File: src/rtl/mc_ctrl_pkg.sv
// Shared encodings for the multi-cycle MIPS control unit: state enum,
// opcode/funct constants and datapath mux select codes.
package mc_ctrl_pkg;

   typedef enum logic [3:0] {
      S_FETCH     = 4'd0,
      S_DECODE    = 4'd1,
      S_MEM_ADDR  = 4'd2,
      S_MEM_RD    = 4'd3,
      S_MEM_WB    = 4'd4,
      S_MEM_WR    = 4'd5,
      S_EXEC      = 4'd6,
      S_ALU_WB    = 4'd7,
      S_ADDI_EXEC = 4'd8,
      S_ADDI_WB   = 4'd9,
      S_BRANCH    = 4'd10,
      S_JUMP      = 4'd11,
      S_JAL       = 4'd12,
      S_JR        = 4'd13,
      S_TRAP      = 4'd14
   } state_t;

   localparam logic [5:0] OP_RTYPE = 6'h00;
   localparam logic [5:0] OP_J     = 6'h02;
   localparam logic [5:0] OP_JAL   = 6'h03;
   localparam logic [5:0] OP_BEQ   = 6'h04;
   localparam logic [5:0] OP_BNE   = 6'h05;
   localparam logic [5:0] OP_ADDI  = 6'h08;
   localparam logic [5:0] OP_LW    = 6'h23;
   localparam logic [5:0] OP_SW    = 6'h2B;
   localparam logic [5:0] FN_JR    = 6'h08;

   localparam logic [1:0] PCS_ALU    = 2'd0;
   localparam logic [1:0] PCS_ALUOUT = 2'd1;
   localparam logic [1:0] PCS_JUMP   = 2'd2;
   localparam logic [1:0] PCS_REGA   = 2'd3;

   localparam logic [1:0] RDST_RT = 2'd0;
   localparam logic [1:0] RDST_RD = 2'd1;
   localparam logic [1:0] RDST_RA = 2'd2;

   localparam logic [1:0] M2R_ALUOUT = 2'd0;
   localparam logic [1:0] M2R_MDR    = 2'd1;
   localparam logic [1:0] M2R_PC     = 2'd2;

   localparam logic [1:0] ALUOP_ADD   = 2'b00;
   localparam logic [1:0] ALUOP_SUB   = 2'b01;
   localparam logic [1:0] ALUOP_FUNCT = 2'b10;

   localparam logic [1:0] SRCB_B      = 2'd0;
   localparam logic [1:0] SRCB_FOUR   = 2'd1;
   localparam logic [1:0] SRCB_IMM    = 2'd2;
   localparam logic [1:0] SRCB_IMM_SH = 2'd3;

   // States that hold the shared memory port and may stall on mem_ready.
   function automatic logic is_mem_state(input state_t s);
      return (s == S_FETCH) || (s == S_MEM_RD) || (s == S_MEM_WR);
   endfunction

endpackage

File: src/rtl/mc_wait_timer.sv
// Consecutive-stall counter; o_timeout flags the stall cycle that reaches MAX_WAIT.
module mc_wait_timer #(
   parameter int MAX_WAIT = 15
) (
   input  logic clk,
   input  logic rst_n,
   input  logic i_clr,
   input  logic i_stall,
   output logic o_timeout
);

   localparam int CNT_W = $clog2(MAX_WAIT + 1);

   logic [CNT_W-1:0] r_cnt;

   // r_cnt holds the number of earlier stall cycles, so the current one is r_cnt+1.
   assign o_timeout = i_stall && (r_cnt == CNT_W'(MAX_WAIT - 1));

   always_ff @(posedge clk or negedge rst_n) begin
      if (!rst_n) begin
         r_cnt <= '0;
      end else if (i_clr) begin
         r_cnt <= '0;
      end else if (i_stall && (r_cnt != CNT_W'(MAX_WAIT))) begin
         r_cnt <= r_cnt + 1'b1;
      end
   end

endmodule

File: src/rtl/mc_control.sv
// Multi-cycle MIPS main control FSM with memory handshake, stall timeout and trap.
// Define MC_CTRL_LINK_EN to build the jal/jr states; otherwise they decode as illegal.
module mc_control
   import mc_ctrl_pkg::*;
#(
   parameter int MAX_WAIT = 15
) (
   input  logic       clk,
   input  logic       rst_n,
   input  logic [5:0] opcode,
   input  logic [5:0] funct,
   input  logic       zero,
   input  logic       mem_ready,
   output logic       mem_req,
   output logic       mem_we,
   output logic       iord,
   output logic       ir_write,
   output logic       pc_write,
   output logic       reg_write,
   output logic [1:0] pc_src,
   output logic [1:0] reg_dst,
   output logic [1:0] mem_to_reg,
   output logic       alu_src_a,
   output logic [1:0] alu_src_b,
   output logic [1:0] alu_op,
   output logic [3:0] state_o,
   output logic       illegal,
   output logic       bus_err
);

   state_t r_state;
   logic   r_illegal;
   logic   r_bus_err;
   logic   w_stall;
   logic   w_timeout;

   assign w_stall = is_mem_state(r_state) && !mem_ready;

   mc_wait_timer #(.MAX_WAIT(MAX_WAIT)) u_wait_timer (
      .clk       (clk),
      .rst_n     (rst_n),
      .i_clr     (!w_stall),
      .i_stall   (w_stall),
      .o_timeout (w_timeout)
   );

   always_ff @(posedge clk or negedge rst_n) begin
      if (!rst_n) begin
         r_state   <= S_FETCH;
         r_illegal <= 1'b0;
         r_bus_err <= 1'b0;
      end else begin
         case (r_state)
            S_FETCH, S_MEM_RD, S_MEM_WR: begin
               if (mem_ready) begin
                  case (r_state)
                     S_FETCH:  r_state <= S_DECODE;
                     S_MEM_RD: r_state <= S_MEM_WB;
                     default:  r_state <= S_FETCH;
                  endcase
               end else if (w_timeout) begin
                  r_state   <= S_TRAP;
                  r_bus_err <= 1'b1;
               end
            end
            S_DECODE: begin
               case (opcode)
                  OP_LW, OP_SW: r_state <= S_MEM_ADDR;
                  OP_RTYPE: begin
                     if (funct == FN_JR) begin
`ifdef MC_CTRL_LINK_EN
                        r_state   <= S_JR;
`else
                        r_state   <= S_TRAP;
                        r_illegal <= 1'b1;
`endif
                     end else begin
                        r_state <= S_EXEC;
                     end
                  end
                  OP_ADDI:        r_state <= S_ADDI_EXEC;
                  OP_BEQ, OP_BNE: r_state <= S_BRANCH;
                  OP_J:           r_state <= S_JUMP;
`ifdef MC_CTRL_LINK_EN
                  OP_JAL:         r_state <= S_JAL;
`endif
                  default: begin
                     r_state   <= S_TRAP;
                     r_illegal <= 1'b1;
                  end
               endcase
            end
            S_MEM_ADDR:  r_state <= (opcode == OP_SW) ? S_MEM_WR : S_MEM_RD;
            S_EXEC:      r_state <= S_ALU_WB;
            S_ADDI_EXEC: r_state <= S_ADDI_WB;
            S_TRAP:      r_state <= S_TRAP;
            default:     r_state <= S_FETCH;
         endcase
      end
   end

   // Moore decode of the registered state; only the FETCH enables and the
   // branch pc_write look at live inputs.
   always_comb begin
      mem_req    = 1'b0;
      mem_we     = 1'b0;
      iord       = 1'b0;
      ir_write   = 1'b0;
      pc_write   = 1'b0;
      reg_write  = 1'b0;
      pc_src     = PCS_ALU;
      reg_dst    = RDST_RT;
      mem_to_reg = M2R_ALUOUT;
      alu_src_a  = 1'b0;
      alu_src_b  = SRCB_B;
      alu_op     = ALUOP_ADD;
      case (r_state)
         S_FETCH: begin
            mem_req   = 1'b1;
            alu_src_b = SRCB_FOUR;
            ir_write  = mem_ready && rst_n;
            pc_write  = mem_ready && rst_n;
         end
         S_DECODE:   alu_src_b = SRCB_IMM_SH;
         S_MEM_ADDR, S_ADDI_EXEC: begin
            alu_src_a = 1'b1;
            alu_src_b = SRCB_IMM;
         end
         S_MEM_RD: begin
            mem_req = 1'b1;
            iord    = 1'b1;
         end
         S_MEM_WB: begin
            reg_write  = 1'b1;
            mem_to_reg = M2R_MDR;
         end
         S_MEM_WR: begin
            mem_req = 1'b1;
            mem_we  = 1'b1;
            iord    = 1'b1;
         end
         S_EXEC: begin
            alu_src_a = 1'b1;
            alu_op    = ALUOP_FUNCT;
         end
         S_ALU_WB: begin
            reg_write = 1'b1;
            reg_dst   = RDST_RD;
         end
         S_ADDI_WB:  reg_write = 1'b1;
         S_BRANCH: begin
            alu_src_a = 1'b1;
            alu_op    = ALUOP_SUB;
            pc_src    = PCS_ALUOUT;
            pc_write  = ((opcode == OP_BEQ) && zero) || ((opcode == OP_BNE) && !zero);
         end
         S_JUMP: begin
            pc_src   = PCS_JUMP;
            pc_write = 1'b1;
         end
`ifdef MC_CTRL_LINK_EN
         S_JAL: begin
            pc_src     = PCS_JUMP;
            pc_write   = 1'b1;
            reg_write  = 1'b1;
            reg_dst    = RDST_RA;
            mem_to_reg = M2R_PC;
         end
         S_JR: begin
            pc_src   = PCS_REGA;
            pc_write = 1'b1;
         end
`endif
         default: ;
      endcase
   end

   assign state_o = r_state;
   assign illegal = r_illegal;
   assign bus_err = r_bus_err;

endmodule
File: config.mk
export PLATFORM = sky130hd
export DESIGN_NAME = mc_control
export DESIGN_NICKNAME = d
export VERILOG_FILES = /design/src/rtl/mc_ctrl_pkg.sv /design/src/rtl/mc_wait_timer.sv /design/src/rtl/mc_control.sv
export SDC_FILE = /design/constraint.sdc
export NUM_CORES = 1
export LEC_CHECK = 0
export ABC_AREA = 1
export BUFFER_PORTS_ARGS = -buffer_cell sky130_fd_sc_hd__buf_2
export CAP_MARGIN = 20
export CORE_MARGIN = 2
export CORE_UTILIZATION = 39
export CTS_CLUSTER_DIAMETER = 120
export DETAILED_ROUTE_END_ITERATION = 8
export PLACE_DENSITY = 0.67
export REMOVE_ABC_BUFFERS = 1
export SLEW_MARGIN = 20
export SYNTH_ARGS = -nofsm -noshare
export SYNTH_HDL_FRONTEND = slang
export SYNTH_HIERARCHICAL = 1
export SYNTH_SLANG_ARGS = --single-unit
File: constraint.sdc
create_clock -name clk -period 2.1 [get_ports clk]
set_input_delay 0.21 -clock clk [delete_from_list [all_inputs] [get_ports clk]]
set_output_delay 0.21 -clock clk [all_outputs]
set_load 0.01 [all_outputs]
==> out/qor.txt, run 1 <==
Type of element launching the critical path: register
Sequential element share of the synthesized area: 0.2614
Resized Gates After CTS: 0
Vias post-DR: 1,064
Number of cells in the design after placement: 218
Top-Level Pins: 39
Clock input transition at the sequential cells of the worst setup and hold paths: 0.06 ns
Basic-gate share of the synthesized area counting and, or, nand and nor cells: 0.4497
Maximum Capacitance Violations: 0
First-pass GRT wire length: 3760 um
Met3 GRT Util: 0.03333
Die height: 53.54 um
Outcome: complete, no violations
Placeable core region: 2276 sq um
Initial antenna violation count: 0
FP Rows: 17
Classification of the worst-slack hold path: in -> async
Data required time at the worst endpoint: 1.89 ns
Fraction of post-synthesis cell area in the top cell type by area: 0.2614
Clk Latency, worst-skew pair: 0.26 ns
Root Buffer: sky130_fd_sc_hd__clkbuf_4
Leakage power: 0.7450 nW
Input/output buffers: 36
HPWL Detailed: 1909 um
Clock tree from TritonCTS: done
Most frequently used flop master after synthesis: sky130_fd_sc_hd__dfrtp_1
RSZ-0062 raised after global routing: false
DRT Pass-1 Iters: 4
Global Route met1 Usage: 0.2080
Total global routing overflow: 0
First-iteration detailed-routing DRC count: 40
Share of the cycle needed by the critical path after routing: 0.8731
Final-stage net count: 214
Post-CTS repair timing setup buffer count: 0
Antenna Violating Nets Remaining: 0
Post-Synth XOR/XNOR Area: 0.009150
Setup Skew: 0.001957 ns
Yosys top cell by area: sky130_fd_sc_hd__dfrtp_1
Fin crit period: 1.833 ns
Post-CTS Hold Fix Bufs: 1
Yosys warning count: 6
Number of distinct library cell variants in the gate-level netlist after synthesis: 28
Fin. max-slew vios: 0
Core utilization of the finished layout: 0.5245
Clock tree sinks: 10
Final count of negative-setup-slack endpoints: 0
Synth async-reset ratio: 1.000
Critical path peak fanout: 5
Most area-consuming cells after synthesis: sky130_fd_sc_hd__dfrtp_1 (26%), sky130_fd_sc_hd__nand2_1 (14%), sky130_fd_sc_hd__nor2_1 (11%), sky130_fd_sc_hd__inv_1 (9.8%), sky130_fd_sc_hd__nand3_1 (7.8%)
Power density of the placed cells: 1121 nW/um^2
Number of fill cells in the layout: 245
Diode insertion count for antenna repair: 0
Htree depth: 1
Full die area: 2867 sq um
Number of register bits inferred by synthesis: 10
Number of flops mapped to enable cells by yosys: 0
Synth Instances: 155
Final total power: 1.338 mW
CP endpoint kind: output port
Final Hold Fails: 0
VDD IR-drop max: 561.9 uV
Via count of the first global-routing pass: 924
Adder-cell area share of the yosys netlist: 0.02614
Die X-Extent: 53.54 um
Post-synth design cell area: 957.2 sq um
Synthesis-to-finish area growth: 24.71%
Initial standard-cell utilization of the core: 0.4206
Type of the setup path with the least slack: reg -> out
Data arrival time of the critical path: 1.62 ns
Top achievable clock speed: 0.5454 GHz
GRT Util Overall: 0.1806
Average size of a mapped cell: 6.175 sq um
Final routed wirelength across all metal layers: 2239 um
Portion of netlist area occupied by mux cells: 0
Busiest grt layer: met2
Largest family of logic cells by synthesized area: simple AND/OR/NAND/NOR gates
Fraction of final layout cells sized beyond drive strength 1: 0.2990
Count of placed standard cells in the final layout, fillers left out: 222
Average via count per standard cell: 4.793
Global-route track usage on met2: 0.3436
Pin count of the biggest net entering global routing: 12
DRC violations left: 0
Post-Route Setup TNS: 0 ns
Number of CTS-inserted buffers: 3
Average detailed-routed wire length per instance: 10.09 um
Clock Tree Buf Depth: 2
Compound-cell area share of the yosys netlist: 0.1124
Routability cong.: 0.8872
[final timing paths]
kind,slack [ns],end,cells past startpoint,startpoint
min reg2reg,0.46,bus_err$_DFFE_PN0P_,1,bus_err$_DFFE_PN0P_
max,0.27,alu_src_a,7,state_o[2]$_DFFE_PN0P_
min in group clk,0.37,bus_err$_DFFE_PN0P_,3,mem_ready
max reg2reg,0.27,state_o[1]$_DFFE_PN0P_,11,state_o[3]$_DFFE_PN0P_
max in group asynchronous,1.55,u_wait_timer/r_cnt[1]$_DFFE_PN0P_,2,rst_n
min,0.34,bus_err$_DFFE_PN0P_,2,rst_n
[flip-flops by register name, summed over array words and instances (netlist names)]
register            flops
illegal                 1
state_o                 4
bus_err                 1
u_wait_timer/r_cnt      4
[critical path, cell delays in order (launching register included)]
cell and delay [ns]:
sky130_fd_sc_hd__dfrtp_1 0.42, sky130_fd_sc_hd__inv_1 0.10, sky130_fd_sc_hd__nand2_1 0.14, sky130_fd_sc_hd__inv_1 0.07
sky130_fd_sc_hd__nand2_1 0.13, sky130_fd_sc_hd__nand2_1 0.09, sky130_fd_sc_hd__or2_2 0.27, sky130_fd_sc_hd__buf_2 0.14
[metal layers]
metal / vias up / share of wire
met5: - / 0
met4: 0 / 0.0058
met3: 2 / 0.064
met2: 33 / 0.48
met1: 461 / 0.45
li1: 568 / -
[cells in the mapped netlist, types with 2 or more instances]
master	count
sky130_fd_sc_hd__o21ai_0	4
sky130_fd_sc_hd__nor2_2	4
sky130_fd_sc_hd__dfrtp_1	10
sky130_fd_sc_hd__nand2_1	35
sky130_fd_sc_hd__inv_2	2
sky130_fd_sc_hd__a21oi_1	3
sky130_fd_sc_hd__nand4_1	3
sky130_fd_sc_hd__inv_1	25
sky130_fd_sc_hd__o21ai_1	3
sky130_fd_sc_hd__o21ai_2	3
sky130_fd_sc_hd__buf_4	2
sky130_fd_sc_hd__nor2_1	27
sky130_fd_sc_hd__ha_1	2
sky130_fd_sc_hd__nand2_2	3
sky130_fd_sc_hd__nand3_1	15
sky130_fd_sc_hd__o211ai_1	2
[stage by stage]
stage,cell area (sq um),hold slack [ns],setup slack (ns)
finish,1194,0.3436,0.2665
global route,1194,0.3705,0.1224
CTS,1194,0.3382,0.2553
detailed placement,1161,0.09136,0.2747
global placement,1161,0.09068,0.3634
floorplan,945.9,-0.08559,0.3905
[cells in the final DEF, fill, tap and decap left out]
cell and count:
sky130_fd_sc_hd__xor2_1 1, sky130_fd_sc_hd__nand3_1 15, sky130_fd_sc_hd__o21ai_2 3, sky130_fd_sc_hd__dlygate4sd3_1 1, sky130_fd_sc_hd__nand3_4 1, sky130_fd_sc_hd__inv_2 2
sky130_fd_sc_hd__o21ai_0 4, sky130_fd_sc_hd__a31o_2 1, sky130_fd_sc_hd__nand2_2 3, sky130_fd_sc_hd__inv_4 1, sky130_fd_sc_hd__dfrtp_1 10, sky130_fd_sc_hd__nor2_1 27
sky130_fd_sc_hd__ha_1 2, sky130_fd_sc_hd__nor3_1 1, sky130_fd_sc_hd__conb_1 2, sky130_fd_sc_hd__clkinv_2 1, sky130_fd_sc_hd__o21ai_1 3, sky130_fd_sc_hd__nand2_1 35
sky130_fd_sc_hd__clkinv_1 1, sky130_fd_sc_hd__nand2_4 1, sky130_fd_sc_hd__buf_2 36, sky130_fd_sc_hd__o211ai_1 2, sky130_fd_sc_hd__o21bai_1 1, sky130_fd_sc_hd__nor2_8 1
sky130_fd_sc_hd__inv_1 25, sky130_fd_sc_hd__or2_2 1, sky130_fd_sc_hd__nor2_2 4, sky130_fd_sc_hd__clkbuf_4 3, sky130_fd_sc_hd__nand4_1 3, sky130_fd_sc_hd__a21oi_1 3
[report_power, final]
group | internal (mW) | switching [mW]
Clock | 0.0659 | 0.0598
Sequential | 0.239 | 0.0616
Combinational | 0.332 | 0.579
Total | 0.637 | 0.700
[layout make-up]
cell class,count,area (sq um),share of cell area
clock buffers,3,22.52,0.01887
well taps,28,35.03,0.02935
repair buffers,37,190.2,0.1593
multi-input cells,114,579.3,0.4853
inverters,30,116.4,0.09749
flip-flops and latches,10,250.2,0.2096
[kinds of logic (layout without fill, tap and decap cells)]
logic type | Yosys count | count (layout)
DFF | 10 | 10
buffers and inverters | 32 | 70
and+or+nand+nor | 92 | 92
AOI/OAI and AO/OA | 17 | 17
other | 1 | 2
adders and majority gates | 2 | 2
xor gates and xnor gates | 1 | 1
(Power assumes the default switching activity.)
==> run 2, diff against run 1 <==
Settings changed: CORE_UTILIZATION 39 to 47, PLACE_DENSITY 0.67 to 0.78.
==> out/qor.txt, run 2 (synthesis gave the netlist of run 1 again) <==
Clock input transition at the sequential cells of the worst setup and hold paths: 0.07 ns
Cell-by-cell trace of the critical path: nand2_1 > inv_2 > nand2_2 > nand3_4 > nand2_4 > inv_1 > nand2_1 > nor2_1 > nor2_8 > inv_4 > o21ai_2 > o21ai_2
DRC violations left: 0
Antenna Violating Nets Remaining: 0
Leakage power: 0.7522 nW
First-iteration detailed-routing DRC count: 41
Relative contribution of sequential cells to total power: 0.215
Share of total power in combinational logic: 0.663
Full die area: 2413 sq um
Share of the cycle needed by the critical path after routing: 0.8826
GRT Util Overall: 0.2117
R2r setup slk: 0.25 ns
Core utilization of the finished layout: 0.6211
Cell-internal power: 0.6766 mW
Top achievable clock speed: 0.5395 GHz
Initial standard-cell utilization of the core: 0.4929
Post-Route Setup TNS: 0 ns
Initial antenna violation count: 0
DRT Pass-1 Iters: 4
Final Hold Fails: 0
Root Buffer: sky130_fd_sc_hd__clkbuf_4
Post-CTS repair timing setup buffer count: 0
Type of the setup path with the least slack: reg -> reg
Via count of the first global-routing pass: 1,044
Htree depth: 1
Number of CTS-inserted buffers: 3
Top-Level Pins: 39
Type of element launching the critical path: register
Final-stage net count: 214
Clk Latency, worst-skew pair: 0.26 ns
Resized Gates After CTS: 0
Fraction of final layout cells sized beyond drive strength 1: 0.3026
Average detailed-routed wire length per instance: 10.20 um
First-pass GRT wire length: 4077 um
Classification of the worst-slack hold path: in -> async
Clock power frac: 0.122
Diode insertion count for antenna repair: 0
Cell type of the slowest stage on the worst timing path: sky130_fd_sc_hd__dfrtp_1
Clock Tree Buf Depth: 2
Critical path peak fanout: 6
Clock tree from TritonCTS: done
CP endpoint kind: register
Sw Pwr: 0.7140 mW
FP Rows: 16
Final routed wirelength across all metal layers: 2264 um
Maximum Capacitance Violations: 0
Average via count per standard cell: 4.748
Final total power: 1.391 mW
Synthesis-to-finish area growth: 26.01%
Routability cong.: 0.8079
HPWL Detailed: 1892 um
Total global routing overflow: 0
Pin count of the biggest net entering global routing: 12
Fin. max-slew vios: 0
Worst-case setup margin in the final layout: 0.2465 ns
Data arrival time of the critical path: 2.05 ns
Setup Skew: 0.01182 ns
Final count of negative-setup-slack endpoints: 0
Slowest stage delay, CP: 0.46 ns
Input/output buffers: 36
Depth of the worst register-to-register path: 12
Die X-Extent: 49.13 um
Count of placed standard cells in the final layout, fillers left out: 222
Fin crit period: 1.853 ns
Placeable core region: 1942 sq um
Leading cell type in the layout, fill and taps excluded: sky130_fd_sc_hd__buf_2
Vias post-DR: 1,054
RSZ-0062 raised after global routing: false
Data required time at the worst endpoint: 2.30 ns
Number of cells in the design after placement: 217
Post-route design area: 1206 sq um
Die height: 49.13 um
VDD IR-drop max: 799.4 uV
Dpl cell area: 1160 sq um
Outcome: complete, no violations
Critical register-to-register path startpoint: state_o[1]$_DFFE_PN0P_
Worst slack at placement: 0.2707 ns
Share of total power consumed by net switching: 0.5135
Clock tree sinks: 10
Leading cell types in the layout, fill and taps excluded: sky130_fd_sc_hd__buf_2 (36), sky130_fd_sc_hd__nand2_1 (35), sky130_fd_sc_hd__nor2_1 (27)
Power density of the placed cells: 1153 nW/um^2
Post-CTS Hold Fix Bufs: 1
Number of fill cells in the layout: 185
Worst hold-check slack: 0.3347 ns
R2r endpoint: state_o[1]$_DFFE_PN0P_
[run 2: worst max-delay path: cells and delay by family (launching register included)]
kind | cells | cell delay [ns]
AO/OA/AOI/OAI | 2 | 0.11
AND/OR/NAND/NOR | 7 | 0.94
flip-flops | 1 | 0.46
buffers and inverters | 3 | 0.28
[run 2: layout make-up]
| cell class | instances | area (sq um) | share of cell area |
|---|---|---|---|
| clock buffers | 4 | 36.28 | 0.03008 |
| inverters | 30 | 116.4 | 0.09647 |
| multi-input cells | 114 | 579.3 | 0.4803 |
| flip-flops and latches | 10 | 250.2 | 0.2075 |
| well taps | 27 | 33.78 | 0.02801 |
| repair buffers | 37 | 190.2 | 0.1577 |
[run 2: worst max-delay path by stage]
stage	from	endpoint	cells after the start
2_1_floorplan	state_o[3]$_DFFE_PN0P_	state_o[1]$_DFFE_PN0P_	11
3_3_place_gp	state_o[3]$_DFFE_PN0P_	state_o[1]$_DFFE_PN0P_	11
3_5_place_dp	state_o[1]$_DFFE_PN0P_	state_o[1]$_DFFE_PN0P_	12
4_1_cts	state_o[1]$_DFFE_PN0P_	state_o[1]$_DFFE_PN0P_	12
5_1_grt	state_o[1]$_DFFE_PN0P_	state_o[2]$_DFFE_PN0P_	12
6_report	state_o[1]$_DFFE_PN0P_	state_o[1]$_DFFE_PN0P_	12
[run 2: power by group through the flow]
stage,clock network [mW],logic (mW),registers [mW]
floorplan,0,0.621,0.315
global placement,0,0.896,0.299
detailed placement,0,0.915,0.302
CTS,0.174,0.926,0.298
global route,0.185,1.02,0.311
finish,0.170,0.922,0.299
[run 2: layer usage]
metal  up-vias  track usage  part of all wire
li1        555            -                 -
met1       460       0.2398              0.43
met2        39       0.4009              0.50
met3         0      0.05521             0.072
met4         0      0.02857                 0
met5         -            0                 0
